[src/rtl/bpsk_pkg.sv]
// Shared types and constants for the framed BPSK symbol source.
// Symbol codes are the 2-bit signed values fed straight into the RRC FIR input.
package bpsk_pkg;

   typedef enum logic [1:0] {
      IDLE     = 2'd0,
      PREAMBLE = 2'd1,
      PAYLOAD  = 2'd2,
      GUARD    = 2'd3
   } bpsk_state_e;

   localparam logic [1:0] SYM_POS  = 2'b01;
   localparam logic [1:0] SYM_NEG  = 2'b11;
   localparam logic [1:0] SYM_ZERO = 2'b00;

   localparam int         PRBS9_TAP  = 4;
   localparam logic [8:0] PRBS9_ONES = 9'h1FF;

   function automatic logic [1:0] sym_map(input logic b);
      return b ? SYM_POS : SYM_NEG;
   endfunction

endpackage

[src/rtl/bpsk_symbol_gen_if.sv]
// Control and symbol-stream signals between the BPSK generator and its user.
// The generator sits on the master side; the controller/FIR side uses slave.
interface bpsk_symbol_gen_if;
   logic       en;
   logic       zero_stuff;
   logic [8:0] seed;
   logic       load_seed;
   logic       sym_tick;
   logic       bit_out;
   logic [1:0] din;
   logic       frame_start;
   logic       busy;

   modport master (
      input  en, zero_stuff, seed, load_seed,
      output sym_tick, bit_out, din, frame_start, busy
   );

   modport slave (
      output en, zero_stuff, seed, load_seed,
      input  sym_tick, bit_out, din, frame_start, busy
   );
endinterface

[src/rtl/prbs9_lfsr.sv]
// PRBS9 (x^9+x^5+1) Fibonacci generator; the output bit is the register MSB.
// An all-zero seed would lock the register up, so it is replaced by all ones.
module prbs9_lfsr
   import bpsk_pkg::*;
(
   input  logic       clk,
   input  logic       rst_n,
   input  logic       adv,
   input  logic       load,
   input  logic [8:0] seed,
   output logic       prbs_bit,
   output logic [8:0] state
);

   always_ff @(posedge clk) begin
      if (!rst_n)
         state <= PRBS9_ONES;
      else if (load)
         state <= (seed == 9'd0) ? PRBS9_ONES : seed;
      else if (adv)
         state <= {state[7:0], state[8] ^ state[PRBS9_TAP]};
   end

   assign prbs_bit = state[8];

endmodule

[src/rtl/bpsk_symbol_gen.sv]
// Framed BPSK symbol source: preamble / PRBS9 payload / guard frames at clk/CLK_DIV.
// All outputs are registered one clk behind the divider/FSM state they describe.
module bpsk_symbol_gen
   import bpsk_pkg::*;
#(
   parameter int CLK_DIV      = 17,
   parameter int PREAMBLE_LEN = 32,
   parameter int PAYLOAD_LEN  = 256,
   parameter int GUARD_LEN    = 8
) (
   input logic               clk,
   input logic               rst_n,
   bpsk_symbol_gen_if.master bus
);

   localparam int MAX_PG  = (PAYLOAD_LEN > GUARD_LEN) ? PAYLOAD_LEN : GUARD_LEN;
   localparam int MAX_LEN = (PREAMBLE_LEN > MAX_PG) ? PREAMBLE_LEN : MAX_PG;
   localparam int CNT_W   = (MAX_LEN > 1) ? $clog2(MAX_LEN) : 1;
   localparam int DIV_W   = $clog2(CLK_DIV);

   bpsk_state_e        state_q;
   logic [DIV_W-1:0]   div_cnt;
   logic [CNT_W-1:0]   sym_cnt;
   logic               zs_q;
   logic               tick;
   logic               last_sym;
   logic               cur_bit;
   logic               prbs_bit;
   logic [8:0]         lfsr_state;
   logic               unused_lfsr;

   logic               sym_tick_q;
   logic               bit_out_q;
   logic [1:0]         din_q;
   logic               frame_start_q;
   logic               busy_q;

   assign tick        = (state_q != IDLE) && (div_cnt == DIV_W'(CLK_DIV - 1));
   assign unused_lfsr = ^lfsr_state;

   prbs9_lfsr u_prbs (
      .clk      (clk),
      .rst_n    (rst_n),
      .adv      (tick && (state_q == PAYLOAD)),
      .load     (bus.load_seed && (state_q == IDLE)),
      .seed     (bus.seed),
      .prbs_bit (prbs_bit),
      .state    (lfsr_state)
   );

   always_comb begin
      cur_bit  = 1'b0;
      last_sym = 1'b0;
      case (state_q)
         PREAMBLE: begin
            cur_bit  = ~sym_cnt[0];
            last_sym = (sym_cnt == CNT_W'(PREAMBLE_LEN - 1));
         end
         PAYLOAD: begin
            cur_bit  = prbs_bit;
            last_sym = (sym_cnt == CNT_W'(PAYLOAD_LEN - 1));
         end
         GUARD:   last_sym = (sym_cnt == CNT_W'(GUARD_LEN - 1));
         default: ;
      endcase
   end

   // Divider is parked at 0 in IDLE so the first symbol of a frame gets a full period.
   always_ff @(posedge clk) begin
      if (!rst_n) begin
         state_q <= IDLE;
         div_cnt <= '0;
         sym_cnt <= '0;
         zs_q    <= 1'b0;
      end else if (state_q == IDLE) begin
         div_cnt <= '0;
         sym_cnt <= '0;
         if (bus.en) begin
            state_q <= PREAMBLE;
            zs_q    <= bus.zero_stuff;
         end
      end else begin
         div_cnt <= tick ? '0 : div_cnt + 1'b1;
         if (tick) begin
            zs_q <= bus.zero_stuff;
            if (last_sym) begin
               sym_cnt <= '0;
               case (state_q)
                  PREAMBLE: state_q <= PAYLOAD;
                  PAYLOAD:  state_q <= GUARD;
                  default:  state_q <= bus.en ? PREAMBLE : IDLE;
               endcase
            end else begin
               sym_cnt <= sym_cnt + 1'b1;
            end
         end
      end
   end

   always_ff @(posedge clk) begin
      if (!rst_n) begin
         sym_tick_q    <= 1'b0;
         bit_out_q     <= 1'b0;
         din_q         <= SYM_ZERO;
         frame_start_q <= 1'b0;
         busy_q        <= 1'b0;
      end else begin
         sym_tick_q    <= tick;
         bit_out_q     <= cur_bit;
         busy_q        <= (state_q != IDLE);
         frame_start_q <= (state_q == PREAMBLE) && (sym_cnt == '0) && (div_cnt == '0);
         if (((state_q == PREAMBLE) || (state_q == PAYLOAD)) && (!zs_q || (div_cnt == '0)))
            din_q <= sym_map(cur_bit);
         else
            din_q <= SYM_ZERO;
      end
   end

   assign bus.sym_tick    = sym_tick_q;
   assign bus.bit_out     = bit_out_q;
   assign bus.din         = din_q;
   assign bus.frame_start = frame_start_q;
   assign bus.busy        = busy_q;

endmodule

[src/flat_wrapper.sv]
// flat-port wrapper written by rule: the top's interface ports become plain ports
module bpsk_symbol_gen_flat import bpsk_pkg::*;
#(
   parameter int CLK_DIV      = 17,
   parameter int PREAMBLE_LEN = 32,
   parameter int PAYLOAD_LEN  = 256,
   parameter int GUARD_LEN    = 8
)
  (clk, rst_n, bus_en, bus_zero_stuff, bus_seed, bus_load_seed, bus_sym_tick, bus_bit_out, bus_din, bus_frame_start, bus_busy);
  bpsk_symbol_gen_if bus_i ();
  input logic clk;
  input logic rst_n;
  input wire logic [$bits(bus_i.en)-1:0] bus_en;
  input wire logic [$bits(bus_i.zero_stuff)-1:0] bus_zero_stuff;
  input wire logic [$bits(bus_i.seed)-1:0] bus_seed;
  input wire logic [$bits(bus_i.load_seed)-1:0] bus_load_seed;
  output wire logic [$bits(bus_i.sym_tick)-1:0] bus_sym_tick;
  output wire logic [$bits(bus_i.bit_out)-1:0] bus_bit_out;
  output wire logic [$bits(bus_i.din)-1:0] bus_din;
  output wire logic [$bits(bus_i.frame_start)-1:0] bus_frame_start;
  output wire logic [$bits(bus_i.busy)-1:0] bus_busy;
  assign bus_i.en = bus_en;
  assign bus_i.zero_stuff = bus_zero_stuff;
  assign bus_i.seed = bus_seed;
  assign bus_i.load_seed = bus_load_seed;
  assign bus_sym_tick = bus_i.sym_tick;
  assign bus_bit_out = bus_i.bit_out;
  assign bus_din = bus_i.din;
  assign bus_frame_start = bus_i.frame_start;
  assign bus_busy = bus_i.busy;
  bpsk_symbol_gen #(.CLK_DIV(CLK_DIV), .PREAMBLE_LEN(PREAMBLE_LEN), .PAYLOAD_LEN(PAYLOAD_LEN), .GUARD_LEN(GUARD_LEN)) u_core (.clk(clk), .rst_n(rst_n), .bus(bus_i));
endmodule
[config.mk]
export PLATFORM = sky130hd
export DESIGN_NAME = bpsk_symbol_gen_flat
export DESIGN_NICKNAME = d
export VERILOG_FILES = /design/src/rtl/bpsk_pkg.sv /design/src/rtl/bpsk_symbol_gen_if.sv /design/src/rtl/prbs9_lfsr.sv /design/src/rtl/bpsk_symbol_gen.sv /design/src/flat_wrapper.sv
export SDC_FILE = /design/constraint.sdc
export NUM_CORES = 1
export LEC_CHECK = 0
export CORE_MARGIN = 2
export CORE_UTILIZATION = 25
export DETAILED_ROUTE_END_ITERATION = 10
export HOLD_SLACK_MARGIN = 0.1
export PLACE_DENSITY_LB_ADDON = 0.2
export SETUP_SLACK_MARGIN = 0.5
export SLEW_MARGIN = 15
export SYNTH_ARGS = -nofsm -noshare
export SYNTH_HDL_FRONTEND = slang
export SYNTH_SLANG_ARGS = --single-unit
export TNS_END_PERCENT = 20
[constraint.sdc]
create_clock -name clk -period 3.1 [get_ports clk]
set_clock_uncertainty 0.15 [all_clocks]
set_input_delay 0.62 -clock clk [delete_from_list [all_inputs] [get_ports clk]]
set_output_delay 0.62 -clock clk [all_outputs]
set_load 0.02 [all_outputs]
* Word-level counts from Yosys, hierarchy flattened
Cells that the tools add are included.
** Storage, ports and cells
- Logic and storage cells :: 61
- RAM bits :: 0
- Memory bits (read-only) :: 0
- Bits in registers :: 31
- Latch bits :: 0
- Memories :: 0
** Operators by class
- Bitwise operators :: 3
- Shift operators :: 0
- Multiply operators :: 0
- $add $sub $neg :: 2
- Reductions and logical operators :: 22
- Multiplexer cells :: 16
- $lt $le $gt $ge :: 0
- Div/mod/pow operators :: 0
- Equality and inequality tests :: 8
** Operators with widths (count)
- $mux W9 :: 3
- $mux W2 :: 5
- $logic_not A9 Y1 :: 1
- $add A8 B1 Y8 const B :: 1
- $eq A8 B3 Y1 const B :: 1
- $eq A8 B5 Y1 const B :: 1
- $eq A8 B8 Y1 const B :: 1
- $logic_not A8 Y1 :: 1
- $mux W8 :: 1
- $reduce_bool A2 Y1 :: 4
- $logic_and A1 B1 Y1 :: 6
- $add A5 B1 Y5 const B :: 1
- $eq A5 B5 Y1 const B :: 1
- $logic_not A5 Y1 :: 1
- $eq A2 B2 Y1 const B :: 2
- $mux W1 :: 4
- $pmux W2 S2 :: 1
- $reduce_and A2 Y1 :: 2
- $pmux W1 S3 :: 1
- $reduce_and A3 Y1 :: 1
- $reduce_or A3 Y1 :: 1
- $eq A2 B1 Y1 const B :: 1
- $logic_not A2 Y1 :: 1
- $logic_or A1 B1 Y1 :: 2
- 6 further kinds :: 7

* Logic depth before layout (Yosys ltp)
- Depth after elaboration :: 5
- Mapped depth :: 7

* Hierarchy
Synthesis repeated with hierarchy kept, for this count alone.
** Unflattened totals
- Cells, all modules :: 157
- Area total of the unflattened synthesis :: 1526.5 um^2
** By module, submodules not included
- bpsk_symbol_gen :: cells each 115, seq. area each 440.4 um^2, area an instance 1063.5 um^2, instances 1
- prbs9_lfsr :: cells each 42, seq. area each 180.2 um^2, area an instance 462.9 um^2, instances 1

* Least setup slack after synthesis
OpenSTA, ideal clock, no wires.
- Kind :: input to register
- From :: in bus_seed[0]
- To :: reg u_core.u_prbs.state[5]
- Path buffers :: 0
- Data required time :: 2.871 ns
- Path slack :: 1.117 ns
- Setup time :: 0.079 ns
- Data arrival time :: 1.754 ns
- Cell stages on the path :: 4
- Cell sequence :: or4_1 > o31ai_4 > nor2_1 > o221ai_2
** On the way
- Word-level cells in the longest chain between the ends :: 3
** RTL lines
- start, declared :: RTL line flat_wrapper.sv:15 : input wire logic [$bits(bus_i.seed)-1:0] bus_seed;
- $logic_not A9 Y1 :: RTL line prbs9_lfsr.sv:19 : state <= (seed == 9'd0) ? PRBS9_ONES : seed;
- $mux W9 :: RTL line prbs9_lfsr.sv:19
- $mux W9 :: RTL line prbs9_lfsr.sv:18 : else if (load)
- end signal, assigned :: RTL line prbs9_lfsr.sv:19
- end signal, assigned :: RTL line prbs9_lfsr.sv:21 : state <= {state[7:0], state[8] ^ state[PRBS9_TAP]};
- end, declared :: RTL line prbs9_lfsr.sv:12 : output logic [8:0] state
No other way between the ends.
A chain may end at the register's enable or synchronous reset.

* Final worst setup path
Ends and elaborated chain as after synthesis.

==> flow_metrics.env <==
export IMPL_status="finished, final reports clean"
export IMPL_arrival_ns=2.28
export IMPL_design_core_area_um2=5956
export IMPL_post_drt_wl_per_cell_um=12.00
export IMPL_finalWorstSetupSlack_ns=0.8757
export IMPL_final_area_um2=1906
export IMPL_crit_type="in -> reg"
export IMPL_io_buffer_count=19
export IMPL_grt_overflow=0
export IMPL_r2r_end="u_core.state_q[0]"
export IMPL_ys_top_cells_by_count="31 x dfxtp_1, 23 x nor2_1, 17 x inv_1, 10 x a21oi_1"
export IMPL_h_tree_depth=2
export IMPL_cts_resized=0
export IMPL_r2r_start="u_core.state_q[0]"
export IMPL_antenna_found_initial=0
export IMPL_vias=1192
export IMPL_switching_share_pct=32.49
export IMPL_syn_area_per_cell_um2=9.151
export IMPL_dpl_cell_area_um2=1822
export IMPL_crit_fanout=8
export IMPL_dieArea_um2=6831
export IMPL_numCtsBuffers=5
export IMPL_grt_pass1_vias=1128
export IMPL_rsz0062_at_grt="no"
export IMPL_via_per_inst=4.448
export IMPL_clk_pin_slew_ns=0.07
export IMPL_min_period_ns=2.224
export IMPL_ys_ff_latch=31
export IMPL_period_share_pct=71.75
export IMPL_cp_data_required_time_ns=3.16
export IMPL_hpwl_mm=2.368
export IMPL_synth_most_common_cell="dfxtp_1"
export IMPL_hold_class="reg -> reg"
export IMPL_clockPowerShare_pct=28.1
export IMPL_synthesis_nets=192
export IMPL_antenna_left=0
export IMPL_power_frac_seq_pct=43.7
export IMPL_worst_pin_slew_ns=0.4696
export IMPL_start_util_pct=25.97
export IMPL_critPathLaunchType="primary input"
export IMPL_startpoint="bus_seed[0]"
export IMPL_fillers=636
export IMPL_crit_end="u_core.u_prbs.state[5]"
export IMPL_hold_path_depth=1
export IMPL_synth_edf_count=0
export IMPL_leakagePower_uw=0.0007045
export IMPL_cts_sinks=31
export IMPL_synth_distinct_cells=44
export IMPL_cts_tree="done"
export IMPL_ys_warn_count=0
export IMPL_synth_top_area_share_pct=40.13
export IMPL_grt_use_total_pct=10.75
export IMPL_ys_seq_area_share_pct=40.13
export IMPL_cts_root_buf="clkbuf_8"
export IMPL_clkLatencyLatePin_ns=0.28
export IMPL_drc_errors=0
export IMPL_die_h_um=82.65
export IMPL_io_pin_count=20
export IMPL_finalSetupViolations=0
export IMPL_n_antenna_cell=0
export IMPL_nNetsFinal=215
export IMPL_hold_slack_ns=0.3117
export IMPL_combPwrFrac_pct=28.2
export IMPL_syn_cell_area_um2=1546
export IMPL_firstDrtPassIters=3
export IMPL_synthFlopType="dfxtp_1"
export IMPL_place_gp_congestion=0.7548
export IMPL_cts_setup_buffers=0
export IMPL_power_uw=1090
export IMPL_rows=28
export IMPL_fmax_mhz=449.6
export IMPL_wl_mm=3.216
export IMPL_final_layout_size_suffix_gt1_share_pct=8.290
export IMPL_die_w_um=82.65
export IMPL_yosysTopAreaCell="dfxtp_1"
export IMPL_grt_max_degree=15
export IMPL_ctsHoldBuffers=0
export IMPL_place_worst_setup_slack_ns=0.5781
export IMPL_synth_area_leaders="dfxtp_1 40%, ha_1 7.3%, nor2_1 5.6%"
export IMPL_power_switching_uw=354.2
export IMPL_p_int_uw=736.0
export IMPL_rr_worst_depth=6
export IMPL_syn_inst=169
export IMPL_cp_end_kind="flip-flop"
export IMPL_drv_slew=0
export IMPL_drv_cap=0
export IMPL_cts_buffer_depth=2
export IMPL_area_growth_pct=23.22
export IMPL_ys_async_sr_fraction_pct=0
export IMPL_irDropWorstVdd_mv=0.3303
export IMPL_power_density_nw_per_um2=572.1
export IMPL_first_iter_violations=17
export IMPL_fin_setup_tns_ns=0
export IMPL_grt_pass1_wl_mm=5.506
export IMPL_max_slew_margin_rel_pct=68.48
export IMPL_r2r_slack_ns=0.89
export IMPL_final_hold_violation_count=0
per-layer routing:
| layer | part of all wire, % | global-route usage [%] | wire (um) | up-vias |
|---|---|---|---|---|
| li1 | - | - | - | 642 |
| met1 | 52 | 14.94 | 1680 | 529 |
| met2 | 42 | 15.08 | 1366 | 16 |
| met3 | 3.2 | 2.935 | 102 | 5 |
| met4 | 2.1 | 5.410 | 68 | 0 |
| met5 | 0 | 0 | 0 | - |
worst min-delay path by stage:
| stage | startpoint | to | slack (ns) |
|---|---|---|---|
| after floorplan | u_core.zs_q | u_core.bus.din[0] | 0.27 |
| after global placement | u_core.zs_q | u_core.bus.din[0] | 0.29 |
| after detailed placement | u_core.zs_q | u_core.bus.din[0] | 0.29 |
| after CTS | u_core.zs_q | u_core.bus.din[0] | 0.31 |
| after global routing | u_core.zs_q | u_core.bus.din[0] | 0.35 |
| final | u_core.zs_q | u_core.bus.din[0] | 0.31 |
area by class of cell:
class	instances	area [um^2]	share of cell area (%)
Clock inverter	3	15.01	0.7879
Multi-Input combinational cell	117	845.8	44.39
Inverter	17	63.81	3.349
Sequential cell	31	620.6	32.57
Timing Repair Buffer	20	197.7	10.37
Tap cell	75	93.84	4.924
Clock buffer	5	68.82	3.611
cells by family (layout without fill, tap and decap cells):
| group | count (synthesis) | in the layout | share of synthesized area, % |
|---|---|---|---|
| simple gates | 65 | 65 | 24.68 |
| flops | 31 | 31 | 40.13 |
| compound gates | 30 | 30 | 15.21 |
| buf+inv | 21 | 45 | 5.178 |
| xor+xnor | 11 | 11 | 6.230 |
| fa+ha+maj | 9 | 9 | 7.282 |
| mux | 2 | 2 | 1.295 |
sequential cells by signal, indices dropped and copies added (netlist names):
signal and cells:
u_core.sym_cnt 8, u_core.div_cnt 5, u_core.zs_q 1, u_core.bus.din 2
u_core.bus.sym_tick 1, u_core.bus.frame_start 1, u_core.u_prbs.state 9, u_core.bus.busy 1
u_core.state_q 2, u_core.bus.bit_out 1
worst max-delay path: stages:
cell             delay (ns)
clkdlybuf4s50_1        0.42
or4_1                  0.60
o31ai_4                0.36
nor2_1                 0.09
o221ai_2               0.18
per-stage QoR:
stage	std cells	utilization (%)
final	268	32.00
after global routing	268	32.00
after CTS	268	32.00
after floorplan	169	-
after detailed placement	260	30.59
after global placement	260	30.59
power groups by stage:
| stage | sequential (uW) | combinational (uW) | clock (uW) |
|---|---|---|---|
| after CTS | 477 | 310 | 317 |
| after global placement | 485 | 313 | 0 |
| after detailed placement | 485 | 307 | 0 |
| after global routing | 484 | 347 | 335 |
| after floorplan | 498 | 194 | 0 |
| final | 477 | 307 | 306 |
layout by cell type, fill, tap and decap left out, types with 2 or more instances in the layout:
cell and n:
nand2_1 9, xor2_1 4, nor2b_1 3, dfxtp_1 31
nor3_1 3, nand3_1 3, nor4b_1 2, nand4b_1 2
nor4_1 2, and3_1 2, xnor2_1 7, mux2i_1 2
nor2_1 23, ha_1 9, o221ai_1 7, o211ai_1 2
clkdlybuf4s50_1 19, or4_1 2, clkbuf_8 5, clkinv_2 3
nor4bb_1 2, inv_1 17, nand2b_1 2, a21oi_1 10
No activity file was read; power rests on OpenSTA's default activity.
